File: src/rtl/pll_rst_pkg.sv
// Shared definitions for the PLL reset/lock sequencer: state encoding and
// the sizing helper for its shared cycle counter.
package pll_rst_pkg;

    localparam int STATE_W = 3;

    typedef enum logic [STATE_W-1:0] {
        S_PLL_RST   = 3'd0,
        S_WAIT_LOCK = 3'd1,
        S_DEBOUNCE  = 3'd2,
        S_HOLD      = 3'd3,
        S_RUN       = 3'd4
    } state_e;

    // Width able to hold the largest of the four phase lengths, plus one spare bit.
    function automatic int cyc_cnt_width(input int a, input int b, input int c, input int d);
        int m;
        int w;
        m = a;
        if (b > m) m = b;
        if (c > m) m = c;
        if (d > m) m = d;
        if (m < 1) m = 1;
        w = 0;
        while ((1 << w) < m) w = w + 1;
        return w + 1;
    endfunction

endpackage

File: src/rtl/pll_lock_rst_gen_sync_bit.sv
// Multi-flop synchronizer for a single asynchronous level, with async
// active-high clear so the synchronized value reads 0 during reset.
module sync_bit #(
    parameter int STAGES = 2
) (
    input  logic clk,
    input  logic rst,
    input  logic d_i,
    output logic q_o
);

    logic [STAGES-1:0] sync_q;

    always_ff @(posedge clk or posedge rst) begin
        if (rst) begin
            sync_q <= '0;
        end else begin
            sync_q <= {sync_q[STAGES-2:0], d_i};
        end
    end

    assign q_o = sync_q[STAGES-1];

endmodule

File: src/rtl/pll_lock_rst_gen.sv
// Reset/lock sequencer for the Ethernet clocking PLL: pulses the PLL reset,
// qualifies pll_lock, and releases a single reset for the downstream MAC logic.
module pll_lock_rst_gen
    import pll_rst_pkg::*;
#(
    parameter int PLL_RST_CYCLES     = 16,
    parameter int LOCK_TIMEOUT       = 125000,
    parameter int LOCK_STABLE_CYCLES = 1024,
    parameter int RST_HOLD_CYCLES    = 64,
    parameter int SYNC_STAGES        = 2,
    parameter int CNT_W              = 8
) (
    input  logic               clk,
    input  logic               rst,
    input  logic               pll_lock,
    output logic               pll_rst,
    output logic               rst_out,
    output logic               lock_stable,
    output logic [STATE_W-1:0] state_o,
    output logic [CNT_W-1:0]   lock_loss_cnt,
    output logic [CNT_W-1:0]   timeout_cnt
);

    localparam int CYC_W = cyc_cnt_width(PLL_RST_CYCLES, LOCK_TIMEOUT,
                                         LOCK_STABLE_CYCLES, RST_HOLD_CYCLES);

    localparam logic [CYC_W-1:0] RST_LAST    = CYC_W'(PLL_RST_CYCLES - 1);
    localparam logic [CYC_W-1:0] TMO_LAST    = CYC_W'(LOCK_TIMEOUT - 1);
    localparam logic [CYC_W-1:0] STABLE_LAST = CYC_W'(LOCK_STABLE_CYCLES - 1);
    localparam logic [CYC_W-1:0] HOLD_LAST   = CYC_W'(RST_HOLD_CYCLES - 1);

    logic             lock_sync;
    state_e           state_q, state_d;
    logic [CYC_W-1:0] cyc_q, cyc_d;
    logic [CNT_W-1:0] loss_q, loss_d;
    logic [CNT_W-1:0] tmo_q, tmo_d;
    logic             pll_rst_q, pll_rst_d;
    logic             rst_out_q, rst_out_d;
    logic             stable_q, stable_d;
    logic             loss_inc;
    logic             tmo_inc;

    sync_bit #(
        .STAGES (SYNC_STAGES)
    ) u_lock_sync (
        .clk (clk),
        .rst (rst),
        .d_i (pll_lock),
        .q_o (lock_sync)
    );

    // Lock loss always beats count completion; in WAIT_LOCK a lock beats the timeout.
    always_comb begin
        state_d  = state_q;
        loss_inc = 1'b0;
        tmo_inc  = 1'b0;
        case (state_q)
            S_PLL_RST: begin
                if (cyc_q == RST_LAST) state_d = S_WAIT_LOCK;
            end
            S_WAIT_LOCK: begin
                if (lock_sync) begin
                    state_d = S_DEBOUNCE;
                end else if (cyc_q == TMO_LAST) begin
                    state_d = S_PLL_RST;
                    tmo_inc = 1'b1;
                end
            end
            S_DEBOUNCE: begin
                if (!lock_sync) begin
                    state_d = S_WAIT_LOCK;
                end else if (cyc_q == STABLE_LAST) begin
                    state_d = S_HOLD;
                end
            end
            S_HOLD: begin
                if (!lock_sync) begin
                    state_d  = S_PLL_RST;
                    loss_inc = 1'b1;
                end else if (cyc_q == HOLD_LAST) begin
                    state_d = S_RUN;
                end
            end
            S_RUN: begin
                if (!lock_sync) begin
                    state_d  = S_PLL_RST;
                    loss_inc = 1'b1;
                end
            end
            default: begin
                state_d = S_PLL_RST;
            end
        endcase
    end

    // Outputs are decoded from the next state so the registered copies line up with state_q.
    always_comb begin
        cyc_d     = '0;
        loss_d    = loss_q;
        tmo_d     = tmo_q;
        pll_rst_d = (state_d == S_PLL_RST);
        rst_out_d = (state_d != S_RUN);
        stable_d  = (state_d == S_RUN);

        if (state_d != state_q) begin
            cyc_d = '0;
        end else if (state_q == S_RUN) begin
            cyc_d = cyc_q;
        end else begin
            cyc_d = cyc_q + CYC_W'(1);
        end

        if (loss_inc && (loss_q != '1)) loss_d = loss_q + CNT_W'(1);
        if (tmo_inc && (tmo_q != '1))   tmo_d  = tmo_q + CNT_W'(1);
    end

    always_ff @(posedge clk or posedge rst) begin
        if (rst) begin
            state_q   <= S_PLL_RST;
            cyc_q     <= '0;
            loss_q    <= '0;
            tmo_q     <= '0;
            pll_rst_q <= 1'b1;
            rst_out_q <= 1'b1;
            stable_q  <= 1'b0;
        end else begin
            state_q   <= state_d;
            cyc_q     <= cyc_d;
            loss_q    <= loss_d;
            tmo_q     <= tmo_d;
            pll_rst_q <= pll_rst_d;
            rst_out_q <= rst_out_d;
            stable_q  <= stable_d;
        end
    end

    assign pll_rst       = pll_rst_q;
    assign rst_out       = rst_out_q;
    assign lock_stable   = stable_q;
    assign state_o       = state_q;
    assign lock_loss_cnt = loss_q;
    assign timeout_cnt   = tmo_q;

endmodule

File: config.mk
export PLATFORM = sky130hd
export DESIGN_NAME = pll_lock_rst_gen
export DESIGN_NICKNAME = d
export VERILOG_FILES = /design/src/rtl/pll_rst_pkg.sv /design/src/rtl/pll_lock_rst_gen_sync_bit.sv /design/src/rtl/pll_lock_rst_gen.sv
export SDC_FILE = /design/constraint.sdc
export NUM_CORES = 1
export LEC_CHECK = 0
export BUFFER_PORTS_ARGS = -buffer_cell sky130_fd_sc_hd__buf_2
export CAP_MARGIN = 20
export CORE_UTILIZATION = 45
export CTS_CLUSTER_SIZE = 12
export DETAILED_ROUTE_END_ITERATION = 10
export GPL_TIMING_DRIVEN = 1
export MAX_ROUTING_LAYER = met4
export PLACE_DENSITY = 0.66
export SLEW_MARGIN = 20
export SYNTH_ARGS = -nofsm -noshare
export SYNTH_HDL_FRONTEND = slang
export SYNTH_SLANG_ARGS = --single-unit
File: constraint.sdc
create_clock -name clk -period 1.8 [get_ports clk]
set_input_delay 0.36 -clock clk [delete_from_list [all_inputs] [get_ports clk]]
set_output_delay 0.36 -clock clk [all_outputs]
set_load 0.02 [all_outputs]
==> impl_summary.log <==
INFO  metric result_of_the_run = finished with violations
INFO  metric failed_checks = setup timing
INFO  metric timing_worst_slew_pin_value = 0.5205 ns
INFO  metric dieWidth = between 70 and 80 microns
INFO  metric cts_tree = yes
INFO  metric drv_slew = 0
INFO  metric worst_setup_path_end_kind = flop
INFO  metric timing.final.ws_setup = -0.09212 ns
INFO  metric layout-drive-gt1-share = 0.4316
INFO  metric relSlewSlack = 0.6530
INFO  metric core_area = between 4000 and 5000 sq um
INFO  metric die-height = approximately 73 microns
INFO  metric totalPowerFinal = between 2 and 3 mW
INFO  metric power.density_cell_area = 914.0 nW/um^2
INFO  metric synthesis.area_per_instance = 10.64 sq um
INFO  metric wl = 5445 microns
INFO  metric netlist_cell_types = 50
INFO  metric drt.antenna.violating_nets = 0
INFO  metric initial_utilization = 0.4721
INFO  metric detail_route.first_pass.iterations = 4
INFO  metric power_report.internal_total = slightly below 2 mW
INFO  metric gp_routability_congestion = around 0.88
INFO  metric drc_errors = 0
INFO  metric insertion_delay_of_the_later_clocked_pin_in_the_worst_skew_pair = 0.30 ns
INFO  metric fin_area = 3109 sq um
INFO  metric timing_hold_violations_final = 0
INFO  metric timing.hold.worst.class = in -> reg
INFO  metric power_leakage = ~1.4 nW
INFO  metric io_buffers = 24
INFO  metric nets = between 200 and 300
INFO  metric numCtsBuffers = 5
INFO  metric cts.path.max_buffers = 2
INFO  metric die_area = approximately 5300 sq um
INFO  metric worst_clock_skew = a little under 0.009 ns
INFO  metric drv.max_cap_violation_count = 0
INFO  metric route.detailed.wl_per_inst = between 15 and 20 microns
INFO  metric synth_flop_cell = dfrtp_1
INFO  metric area.growth.synth_to_final = 38.52%
INFO  metric antenna_found_initial = 0
INFO  metric htree_num_levels = 2
INFO  metric startpoint_type = flop
INFO  metric dpl.cell_count = 335
INFO  metric synth_fp_nets = about 220
INFO  metric first_pass_grt_wire_length = around 9000 microns
INFO  metric synth-edff-count = 0
INFO  metric swShare = 0.3234
INFO  metric power_frac_comb = 0.349
INFO  metric crit_fanout = 9
INFO  metric finalWorstPathRequiredPeriod = roughly 1.9 ns
INFO  metric final-setup-viol-count = 20
INFO  metric worst-endpoint-required = about 2.0 ns
INFO  metric grt_overflow_total = 0
INFO  metric asyncSetResetFlopFracSynth = 1.000
INFO  metric detailroute.via_count = about 1900
INFO  metric stdcell_count = 352
INFO  metric ioPinCount = 25
INFO  metric grt_max_degree = between 40 and 50
INFO  metric number_of_warnings_issued_by_yosys = 0
INFO  metric cts_root_buf = clkbuf_8
INFO  metric post_cts_hold_buffer_count = 0
INFO  metric sequentialPowerShare = 0.391
INFO  metric cell_count_after_synthesis = about 210
INFO  metric placement_rows = 25
INFO  metric max_clock_freq = between 500 and 600 MHz
INFO  metric filler_cell_count = about 400
INFO  metric final.period_utilization = 1.051
INFO  metric antennaDiodeCount = 0
INFO  metric seq_area = between 1000 and 1500 sq um
INFO  metric routed_via_density = roughly 5.4
INFO  metric rsz0062_at_grt = yes
INFO  metric yosys_register_bits = 42
INFO  metric critical_path_class = reg -> reg
INFO  metric numClockSinks = 42
INFO  metric drt_iter0_markers = between 100 and 150
INFO  metric setup_total_negative_slack = -1.527 ns
INFO  metric via_count_of_the_first_global_routing_pass = between 1500 and 2000
INFO  metric synth_sequential_area_ratio = 0.4693
INFO  metric placedInstanceArea = around 2800 sq um
INFO  metric track_usage = 0.2319
INFO  metric p_clk_frac = 0.260
INFO  metric p_sw = 0.9190 mW
INFO  metric cp_data_arrival_time = between 2 and 2.5 ns
INFO  metric worst_setup_hold_path_clk_slew = ~0.080 ns
INFO  metric place.detailed.hpwl = 3627 microns
INFO  metric power.ir.vdd_worst = 0.0007519 V
INFO  metric synth_area = approximately 2200 sq um
INFO  metric multiInputGateArea = 1236 sq um
[critical path: stages, from the launching register on]
cell and delay (ns):
dfrtp_1 0.42, nor4_1 0.29, nand3_1 0.17, o311a_1 0.39, a211oi_4 0.17, buf_6 0.16
buf_12 0.13, a211oi_1 0.05
[area by class of cell]
| cell class | count | share of cell area |
|---|---|---|
| Multi-Input combinational cell | 152 | 0.3976 |
| Sequential cell | 42 | 0.3404 |
| Timing Repair Buffer | 75 | 0.1895 |
| Tap cell | 67 | 0.02696 |
| Clock buffer | 5 | 0.02213 |
| Clock inverter | 3 | 0.01288 |
| Inverter | 8 | 0.01046 |
[metal layers]
metal | vias up | wire length, microns | track usage
met4 | 0 | 103 | 0.08279
met5 | - | 0 | -
met3 | 9 | 185 | 0.04282
met1 | 938 | 2431 | 0.2889
li1 | 912 | - | -
met2 | 45 | 2724 | 0.3790
[cell families (layout without fill, tap and decap cells)]
logic type      after synthesis  count (layout)  share of synthesized area
compound gates               30              30                     0.1081
xor+xnor                     31              31                     0.1210
fa+ha+maj                     3               3                    0.01672
buf+inv                      17              91                    0.03790
flops                        42              42                     0.4693
mux                           2               2                    0.01003
simple gates                 86              86                     0.2369
[final timing paths]
kind | from | end | slack [ns] | depth (start not counted)
worst max register to register | cyc_q[10] | cyc_q[14] | -0.09 | 7
min in group asynchronous | rst | timeout_cnt[3] | 0.18 | 3
worst min register to register | u_lock_sync.sync_q[0] | u_lock_sync.sync_q[1] | 0.36 | 0
worst max-delay path | cyc_q[10] | cyc_q[14] | -0.09 | 7
max in group asynchronous | rst | state_o[1] | 1.23 | 3
worst min-delay path | pll_lock | u_lock_sync.sync_q[0] | 0.16 | 1
[power groups by stage]
stage	combinational, mW	sequential (mW)	clock, mW
6_report	0.993	1.11	0.738
4_1_cts	0.940	1.11	0.752
3_3_place_gp	0.862	1.12	0
5_1_grt	1.07	1.12	0.792
3_5_place_dp	0.881	1.12	0
2_1_floorplan	0.508	1.15	0
[stage by stage]
step	hold slack, ns	util	setup slack, ns
after floorplan	0.3312	-	-0.1847
after global placement	0.3357	0.5921	-0.08143
after detailed placement	0.3442	0.5921	-0.1223
after global routing	0.1517	0.6539	-0.2155
final	0.1646	0.6539	-0.09212
after CTS	0.1560	0.6397	-0.09847
[Yosys cell counts (all sizes together) (3+ instances only)]
cell / number / area, sq um
buf: 5 / 36.28
nand3: 9 / 45.04
clkbuf: 4 / 16.26
o21ai: 5 / 25.02
nand4: 15 / 93.84
inv: 8 / 32.54
a211oi: 15 / 125.1
ha: 3 / 37.54
nor4: 3 / 25.02
xor2: 5 / 43.79
and3: 4 / 25.02
xnor2: 26 / 227.7
nor3b: 3 / 33.78
dfrtp: 40 / 1001
nor3: 7 / 40.04
nor2: 16 / 60.06
nor4b: 3 / 47.54
nand2: 12 / 45.04
[placed cells by master (no fill, tap or decap), types with 6 or more instances in the layout]
cell type  count
buf_2         24
dfrtp_1       36
buf_4         43
nand2_1       12
a211oi_2       8
a211oi_1       6
xnor2_1       26
nor2_1        16
nand3_1        9
nand4_1       15
inv_1          7
[flip-flops by register name, indices dropped and copies added, names as in the netlist]
name                count
lock_loss_cnt           8
pll_rst                 1
cyc_q                  18
timeout_cnt             8
state_o                 3
u_lock_sync.sync_q      2
lock_stable             1
rst_out                 1
[repair_timing]
action | CTS | global route
cloned | 1 | 1
endpoints found under the setup margin | 26 | 32
resized for setup | 11 | 9
setup buffers | 5 | 2
pin swaps | 2 | 9
Note: power is estimated with default switching activity, not from simulation.
